$ cat src/rtl/kc87_int_ctrl.sv
// kc87_int_ctrl: Z80 mode-2 interrupt controller for the KC87 (T80 core).
// Latches peripheral requests and resolves fixed, nested priority.
//
// Ports:
//   clk        in   system clock (T80 CLK_n domain)
//   res_n      in   async active-low reset
//   int_periph in   N_CH peripheral request lines
//   int_en     in   N_CH per-channel enable mask (1 = enabled)
//   vec_in     in   8*N_CH per-channel vectors, ch k at [8k+7:8k]
//   m1_n       in   T80 M1_n
//   iorq_n     in   T80 IORQ_n
//   reti_n     in   T80 RETI_n, low pulse on RETI decode
//   int_n      out  T80 INT_n, active low
//   int_ack    out  one-cycle pulse on the granted channel
//   cpu_di     out  vector for the CPU data mux
//   vec_oe     out  select for cpu_di at the CPU data mux
//   pending    out  latched requests
//   in_service out  channels currently in service
module kc87_int_ctrl #(
    parameter int         N_CH      = 8,
    parameter int         EDGE_TRIG = 1,
    parameter int         VEC_MODE  = 0,
    parameter logic [7:0] VEC_BASE  = 8'h80
) (
    input  logic              clk,
    input  logic              res_n,
    input  logic [N_CH-1:0]   int_periph,
    input  logic [N_CH-1:0]   int_en,
    input  logic [8*N_CH-1:0] vec_in,
    input  logic              m1_n,
    input  logic              iorq_n,
    input  logic              reti_n,
    output logic              int_n,
    output logic [N_CH-1:0]   int_ack,
    output logic [7:0]        cpu_di,
    output logic              vec_oe,
    output logic [N_CH-1:0]   pending,
    output logic [N_CH-1:0]   in_service
);

    typedef enum logic [1:0] {
        S_IDLE,
        S_REQ,
        S_ACK
    } state_e;

    localparam logic [N_CH-1:0] ONE = N_CH'(1);

    state_e          state_q;
    logic            int_n_q;
    logic [N_CH-1:0] int_ack_q;
    logic [7:0]      cpu_di_q;
    logic            vec_oe_q;

    logic [N_CH-1:0] periph_q;
    logic            reti_q;
    logic [N_CH-1:0] pend_q;
    logic [N_CH-1:0] pend_d;
    logic [N_CH-1:0] isv_q;
    logic [N_CH-1:0] isv_d;

    logic [N_CH-1:0] elig;
    logic [N_CH-1:0] win_oh;
    logic [N_CH-1:0] isv_oh;
    logic [N_CH-1:0] grant_oh;
    logic [N_CH-1:0] set_v;
    logic [N_CH-1:0] reti_clr;
    logic [3:0]      win_idx;
    logic [7:0]      vec_w;
    logic            req_ok;
    logic            inta;
    logic            grant;
    logic            reti_fall;

    // Priority resolution. x & -x isolates the lowest set bit, so
    // comparing two one-hot words numerically compares their indices.
    always_comb begin
        elig   = pend_q & int_en;
        win_oh = elig & (~elig + ONE);
        isv_oh = isv_q & (~isv_q + ONE);
        req_ok = (|elig) && ((isv_q == '0) || (win_oh < isv_oh));
        win_idx = '0;
        for (int k = N_CH - 1; k >= 0; k--) begin
            if (elig[k]) begin
                win_idx = 4'(k);
            end
        end
    end

    always_comb begin
        vec_w = '0;
        if (VEC_MODE != 0) begin
            vec_w = (VEC_BASE & 8'hFE) | {3'b000, win_idx, 1'b0};
        end else begin
            vec_w = vec_in[8*int'(win_idx) +: 8];
        end
    end

    // Plain I/O cycles (m1_n high) never qualify as INTA.
    assign inta  = ~m1_n & ~iorq_n;
    assign grant = (state_q == S_REQ) && inta && req_ok;

    always_comb begin
        grant_oh  = grant ? win_oh : '0;
        reti_fall = reti_q & ~reti_n;
        reti_clr  = reti_fall ? isv_oh : '0;
        isv_d     = (isv_q & ~reti_clr) | grant_oh;
        // Level mode looks at the post-grant in-service set so a held
        // line cannot re-pend until its RETI.
        if (EDGE_TRIG != 0) begin
            set_v = int_periph & ~periph_q;
        end else begin
            set_v = int_periph & ~(isv_q | grant_oh);
        end
        // A new request beats a same-cycle grant clear.
        pend_d = (pend_q & ~grant_oh) | set_v;
    end

    always_ff @(posedge clk or negedge res_n) begin
        if (!res_n) begin
            state_q   <= S_IDLE;
            int_n_q   <= 1'b1;
            int_ack_q <= '0;
            cpu_di_q  <= '0;
            vec_oe_q  <= 1'b0;
            periph_q  <= '0;
            reti_q    <= 1'b0;
            pend_q    <= '0;
            isv_q     <= '0;
        end else begin
            periph_q  <= int_periph;
            reti_q    <= reti_n;
            pend_q    <= pend_d;
            isv_q     <= isv_d;
            int_ack_q <= grant_oh;
            unique case (state_q)
                S_IDLE: begin
                    if (req_ok) begin
                        state_q <= S_REQ;
                        int_n_q <= 1'b0;
                    end
                end
                S_REQ: begin
                    if (!req_ok) begin
                        state_q <= S_IDLE;
                        int_n_q <= 1'b1;
                    end else if (inta) begin
                        state_q  <= S_ACK;
                        int_n_q  <= 1'b1;
                        vec_oe_q <= 1'b1;
                        cpu_di_q <= vec_w;
                    end
                end
                S_ACK: begin
                    if (m1_n || iorq_n) begin
                        state_q  <= S_IDLE;
                        vec_oe_q <= 1'b0;
                        cpu_di_q <= '0;
                    end
                end
                default: begin
                    state_q  <= S_IDLE;
                    int_n_q  <= 1'b1;
                    vec_oe_q <= 1'b0;
                    cpu_di_q <= '0;
                end
            endcase
        end
    end

    assign int_n      = int_n_q;
    assign int_ack    = int_ack_q;
    assign cpu_di     = cpu_di_q;
    assign vec_oe     = vec_oe_q;
    assign pending    = pend_q;
    assign in_service = isv_q;

endmodule
$ cat config.mk
export PLATFORM = sky130hd
export DESIGN_NAME = kc87_int_ctrl
export DESIGN_NICKNAME = d
export VERILOG_FILES = /design/src/rtl/kc87_int_ctrl.sv
export SDC_FILE = /design/constraint.sdc
export NUM_CORES = 1
export LEC_CHECK = 0
export CORE_MARGIN = 8
export CORE_UTILIZATION = 43
export CTS_CLUSTER_DIAMETER = 80
export DETAILED_ROUTE_END_ITERATION = 10
export GPL_TIMING_DRIVEN = 0
export PLACE_DENSITY = 0.82
export RECOVER_POWER = 25
export SETUP_SLACK_MARGIN = 0.5
export SYNTH_ARGS = -nofsm -noshare
export SYNTH_HDL_FRONTEND = slang
export SYNTH_SLANG_ARGS = --single-unit
$ cat constraint.sdc
create_clock -name clk -period 3.1 [get_ports clk]
set_clock_uncertainty 0.2 [all_clocks]
set_input_delay 0.93 -clock clk [delete_from_list [all_inputs] [get_ports clk]]
set_output_delay 0.93 -clock clk [all_outputs]
set_load 0.01 [all_outputs]
==> results.yml, run 1 <==
place:
  port_buffers: 118
  placed_cell_area_um2: 4050
  routabilityCongestion: 0.922
  hpwl_um: 7220
  numPlacedInstances: 457
yosys:
  avgSynthCellArea_um2: 10.4
  synth.top_cell.area_share_pct: 40.6
  yosys.area.top_type: "dfrtp_1"
  synth_nets: 353
  ys.flop_type: "dfrtp_1"
  synth_cell_types: 43
  synth_area_um2: 2710
  synth_edf_count: 0
  synth_cells: 261
  ys_ff_latch: 45
  async_reset_ff_share_pct: 100
  synth.area.top_cells: "dfrtp_1 41%, mux2i_1 11%, mux2_2 6.2%, o21ai_0 5.2%, o221ai_2 3.9%"
  seq_area_frac_synth_pct: 41.5
  synth_warnings: 0
timing:
  finalMaxSlewViolations: 0
  setup_violations: 21
  max-slew-margin-rel_pct: 4.86
  period_needed_ns: 3.21
  hold_viol: 0
  hold_slack_ns: 0.220
  rsz0062_at_grt: "true"
  worst_pin_slew_ns: 1.43
  finalCritPeriodShare_pct: 104
  fin_ws_ns: -0.110
  timing.fmax_ghz: 0.312
pwr:
  vdd_drop_max_v: 0.000645
  p_total_mw: 3.12
  p_per_area_nw_per_um2: 649
  leakagePower_nw: 2.17
final_layout:
  utilization_pct: 77.1
  stdcell_count: 503
  diodes: 0
  finalInstanceArea_um2: 4810
  layout-drive-gt1-share_pct: 33.3
  nFillCells: 391
  finalNetCount: 517
  area_delta_synth_final_pct: 77.4
floorplanning:
  start_util_pct: 43.5
  core_area_um2: 6240
  rows: 29
  die_w_um: 95.4
  dieArea_um2: 9110
  io_pins: 119
  die_h_um: 95.4
drt:
  finalWirelength_um: 11200
  drc: 0
  drtIter0Drc: 216
  antenna_left: 0
  dr.pass1.iters: 5
  wire_per_inst_um: 22.3
  via_per_inst: 5.83
  via_count: 2935
cts:
  htreeDepth: 2
  clockBufferDepth: 2
  clk_pin_slew_worst_paths_ns: 0.09
  ctsHoldBuffers: 0
  cts-root-buf: "clkbuf_8"
  clock_sinks: 45
  clock_latency_ns: 0.31
  cts_tree: "yes"
  cts_made_buffers: 5
worst_setup_path:
  critPathCaptureType: "flop"
  cp-start-kind: "primary input"
  crit_required_ns: 3.12
  cp_max_fo: 7
  crit_type: "in2reg"
  crit_arrival_ns: 3.23
status:
  violations: "setup timing"
  outcome: "finished, violations left"
global_routing:
  grt_pass1_vias: 2907
  grt_usage_pct: 21.3
  overflow: 0
  grt_max_degree: 25
  antenna_found_initial: 0
  grt_pass1_wl_um: 15200
flow_run:
  maxCapViolations: 0
hold_path:
  hold_class: "reg2reg"
[repair_timing]
action                     in CTS  in global routing
gates cloned                    0                  0
pin swaps                      26                 26
gates resized for setup        70                 47
setup endpoints to repair      36                 36
hold endpoints to repair        0                  0
setup buffers                  19                 19
[layout by cell type (no fill, tap or decap), types with 8 or more instances in the layout]
master / n
o21ai_1: 12
o21ai_0: 8
o21ai_2: 8
buf_4: 31
mux2i_1: 29
clkdlybuf4s50_1: 107
inv_1: 15
mux2_2: 15
nor2_4: 9
nand2_1: 13
buf_6: 13
dfrtp_1: 44
[worst max-delay path: stages]
cell      delay (ns)
buf_8           0.10
a22oi_2         0.28
nand2_2         0.16
nor2_4          0.15
ha_4            0.23
a211oi_2        0.19
nor2_2          0.07
nor3_2          0.19
buf_4           0.16
a211oi_2        0.07
or3_1           0.33
buf_6           0.16
o221ai_4        0.19
[routing by layer]
metal	GRT usage [%]	wire length, µm	vias up
met3	8.82	1320	45
li1	-	-	1295
met1	25.0	4160	1385
met5	0	0	-
met2	34.9	5340	210
met4	6.02	406	0
[power breakdown]
part / internal [mW] / switching (mW)
combinational: 0.968 / 0.868
sequential: 0.698 / 0.118
clock: 0.262 / 0.210
total: 1.93 / 1.20
[stage by stage]
stage	setup TNS (ns)	setup slack, ns
2_1_floorplan	-0.742	-0.107
3_3_place_gp	-34.78	-0.899
3_5_place_dp	-28.36	-1.09
4_1_cts	-0.498	-0.0992
5_1_grt	-2.71	-0.161
6_report	-1.31	-0.110
[logic make-up (layout without fill, tap and decap cells)]
kind of cell             count (synthesis)  count (layout)  synth area share (%)
AO/OA/AOI/OAI                           70              70                  19.3
flip-flops                              45              45                  41.5
AND/OR/NAND/NOR                         72              72                  14.8
multiplexers                            44              44                  16.9
adder cells (fa/ha/maj)                  7               7                  3.23
buffers and inverters                   23             188                  4.24
[registers in the layout (all words and copies together), names as in the netlist]
signal	flops
in_service	8
int_n	1
vec_oe	1
periph_q	8
int_ack	8
pending	8
reti_q	1
state_q	2
cpu_di	8
[final timing paths]
kind                                    start         end  slack (ns)  cells after the start
worst max-delay path                int_en[1]   cpu_di[4]       -0.11                     13
worst min-delay path              periph_q[4]  pending[4]        0.22                      1
worst max register to register  in_service[0]   cpu_di[4]       -0.06                     12
worst min register to register    periph_q[4]  pending[4]        0.22                      1
max in group asynchronous               res_n  int_ack[0]        1.12                      1
min in group asynchronous               res_n  int_ack[4]        0.74                      1
[Yosys cell counts, types with 3 or more instances]
| cell | n |
|---|---|
| a31oi_1 | 3 |
| mux2_2 | 15 |
| a211oi_1 | 3 |
| buf_4 | 3 |
| nor3_1 | 5 |
| nand3b_1 | 3 |
| nor2_1 | 19 |
| o31ai_1 | 5 |
| dfrtp_1 | 44 |
| nand2_1 | 19 |
| ha_1 | 7 |
| a22oi_1 | 3 |
| nand2b_1 | 3 |
| inv_1 | 15 |
| a22o_1 | 6 |
| nand3_1 | 8 |
| o22ai_1 | 4 |
| o21ai_0 | 28 |
| o221ai_2 | 7 |
| mux2i_1 | 29 |
[area by class of cell]
| type | instances | area (µm²) | share of cell area [%] |
|---|---|---|---|
| Timing Repair Buffer | 157 | 1540 | 32.0 |
| Buffer | 8 | 61.3 | 1.27 |
| Tap cell | 77 | 96.3 | 2.00 |
| Sequential cell | 45 | 1130 | 23.4 |
| Clock buffer | 6 | 82.6 | 1.72 |
| Clock inverter | 2 | 37.5 | 0.780 |
| Multi-Input combinational cell | 193 | 1810 | 37.6 |
| Inverter | 15 | 56.3 | 1.17 |
(Power assumes the default switching activity.)
==> run 2, diff against run 1 <==
- CORE_UTILIZATION: 43 -> 38
- PLACE_DENSITY: 0.82 -> 0.76
- clock period: 3.1 -> 2.8 ns (I/O delays scaled with it)
==> run 2 against run 1 <==
Effect of this change:
- the run still ends with setup timing left
- clock power decreased by 5.9%
- first-iteration DRC count decreased by 12%
- combinational power decreased by 6%
- critical endpoint is now pending[2]
- largest power group unchanged
- highest routed layer unchanged
==> results.yml, run 2 (same netlist as run 1, synthesis figures left out) <==
worst_setup_path:
  cp-start-kind: "primary input"
  cp_max_fo: 4
  r2r-start: "in_service[1]"
  reg2reg_slack_ns: -0.16
  reg2reg_to: "pending[2]"
  cp-startpoint: "int_en[0]"
  rr_worst_depth: 11
  crit_arrival_ns: 2.98
  timing.critical_path.to: "pending[2]"
  crit_type: "in2reg"
  critPathCaptureType: "flop"
  crit_required_ns: 2.80
cts:
  clk_pin_slew_worst_paths_ns: 0.08
  cts_made_buffers: 5
  cts-root-buf: "clkbuf_8"
  htreeDepth: 2
  clock_sinks: 45
  clock_latency_ns: 0.30
  clockBufferDepth: 2
  cts_tree: "yes"
pwr:
  p_total_mw: 3.05
  leakagePower_nw: 2.20
  vdd_drop_max_v: 0.000406
  p_per_area_nw_per_um2: 646
global_routing:
  gr-usage-met1_pct: 23.2
  overflow: 0
  antenna_found_initial: 0
  use_met2_pct: 35.3
  grt_pass1_wl_um: 15900
  busiest_layer: "met2"
  grt_usage_pct: 20.1
  grt_max_degree: 24
  use_met3_pct: 5.04
  grt_pass1_vias: 3008
drt:
  via_per_inst: 5.38
  via_count: 2822
  dr.pass1.iters: 6
  drc: 0
  finalWirelength_um: 10700
  antenna_left: 0
  drtIter0Drc: 191
  wire_per_inst_um: 20.3
hold_path:
  hold_class: "reg2reg"
floorplanning:
  rows: 31
  die_w_um: 101
  start_util_pct: 38.2
  dieArea_um2: 10100
  io_pins: 119
  die_h_um: 101
  core_area_um2: 7100
timing:
  timing.fmax_ghz: 0.335
  setup_violations: 21
  max-slew-margin-rel_pct: 8.46
  hold_slack_ns: 0.203
  fin_ws_ns: -0.189
  finalCritPeriodShare_pct: 107
  period_needed_ns: 2.99
  finalMaxSlewViolations: 0
  worst_pin_slew_ns: 1.37
  rsz0062_at_grt: "true"
  hold_viol: 0
final_layout:
  diodes: 0
  finalNetCount: 517
  stdcell_count: 525
  area_delta_synth_final_pct: 74.1
  layout-drive-gt1-share_pct: 33.8
  utilization_pct: 66.6
  final_common_cell: "clkdlybuf4s50_1"
  layout_common_cells: "87 x clkdlybuf4s50_1, 38 x buf_4, 34 x dfrtp_1"
flow_run:
  maxCapViolations: 0
place:
  numPlacedInstances: 479
  routabilityCongestion: 0.892
  place_worst_setup_slack_ns: -1.14
  port_buffers: 118
  hpwl_um: 7480
status:
  outcome: "finished, violations left"
  violations: "setup timing"
## run 2: cell types whose count changed in the layout (fill, tap and decap cells not counted), sizes merged
| cell | previous run | this run |
|---|---|---|
| clkdlybuf4s50 | 107 | 87 |
| dlygate4sd2 | 2 | 19 |
| dlymetal6s2s | 0 | 3 |
| bufinv | 1 | 0 |
| clkbuf | 9 | 10 |
| clkdlybuf4s15 | 0 | 1 |
| clkinv | 0 | 1 |
| clkinvlp | 1 | 0 |
| dlygate4sd3 | 2 | 1 |
## run 2: worst max-delay path, cell delays in order
cell	delay (ns)
buf_2	0.13
a22o_4	0.25
nor2_4	0.11
nand2_4	0.09
nor2_4	0.12
ha_4	0.21
o21ai_2	0.14
nor2_2	0.07
nor3_2	0.14
buf_4	0.15
a21o_1	0.14
buf_4	0.15
nand3_1	0.19
a22o_1	0.25
## run 2: final cells by class
| type | instances | area (µm²) |
|---|---|---|
| Fill cell | 560 | 2370 |
| Clock buffer | 7 | 96.3 |
| Multi-Input combinational cell | 193 | 1760 |
| Inverter | 15 | 56.3 |
| Timing Repair Buffer | 157 | 1480 |
| Clock inverter | 1 | 5.00 |
| Buffer | 8 | 61.3 |
| Tap cell | 99 | 124 |
| Sequential cell | 45 | 1140 |
## run 2: through the flow
step | cell area, µm² | setup TNS, ns
floorplan | 2750 | -3.01
global placement | 4060 | -53.74
detailed placement | 4080 | -32.38
CTS | 4520 | -3.16
global route | 4730 | -4.37
finish | 4730 | -2.07
## run 2: worst min-delay path by stage
stage	startpoint	endpoint	slack, ns	cells past startpoint
3_5_place_dp	periph_q[0]	pending[0]	0.21	1
2_1_floorplan	periph_q[0]	pending[0]	0.19	1
3_3_place_gp	periph_q[3]	pending[3]	0.20	1
5_1_grt	periph_q[4]	pending[4]	0.21	1
6_report	periph_q[4]	pending[4]	0.20	1
4_1_cts	periph_q[4]	pending[4]	0.21	1
## run 2: power breakdown
part	internal (mW)	total, mW	switching (mW)
clock network	0.223	0.444	0.221
registers	0.778	0.884	0.107
logic	0.871	1.73	0.854
total	1.87	3.05	1.18
## run 2: what timing repair did
action,4_1_cts,5_1_grt
hold buffers,0,0
setup endpoints to repair,54,39
gates resized for setup,86,36
buffers inserted,30,8
cloned,0,0
pin swaps,29,18
## run 2: routing by layer
metal,share of wire (%),vias to the layer above,wire (µm)
li1,-,1294,-
met1,39,1333,4150
met2,50,163,5280
met3,8.9,32,950
met4,2.6,0,278
met5,0,-,0
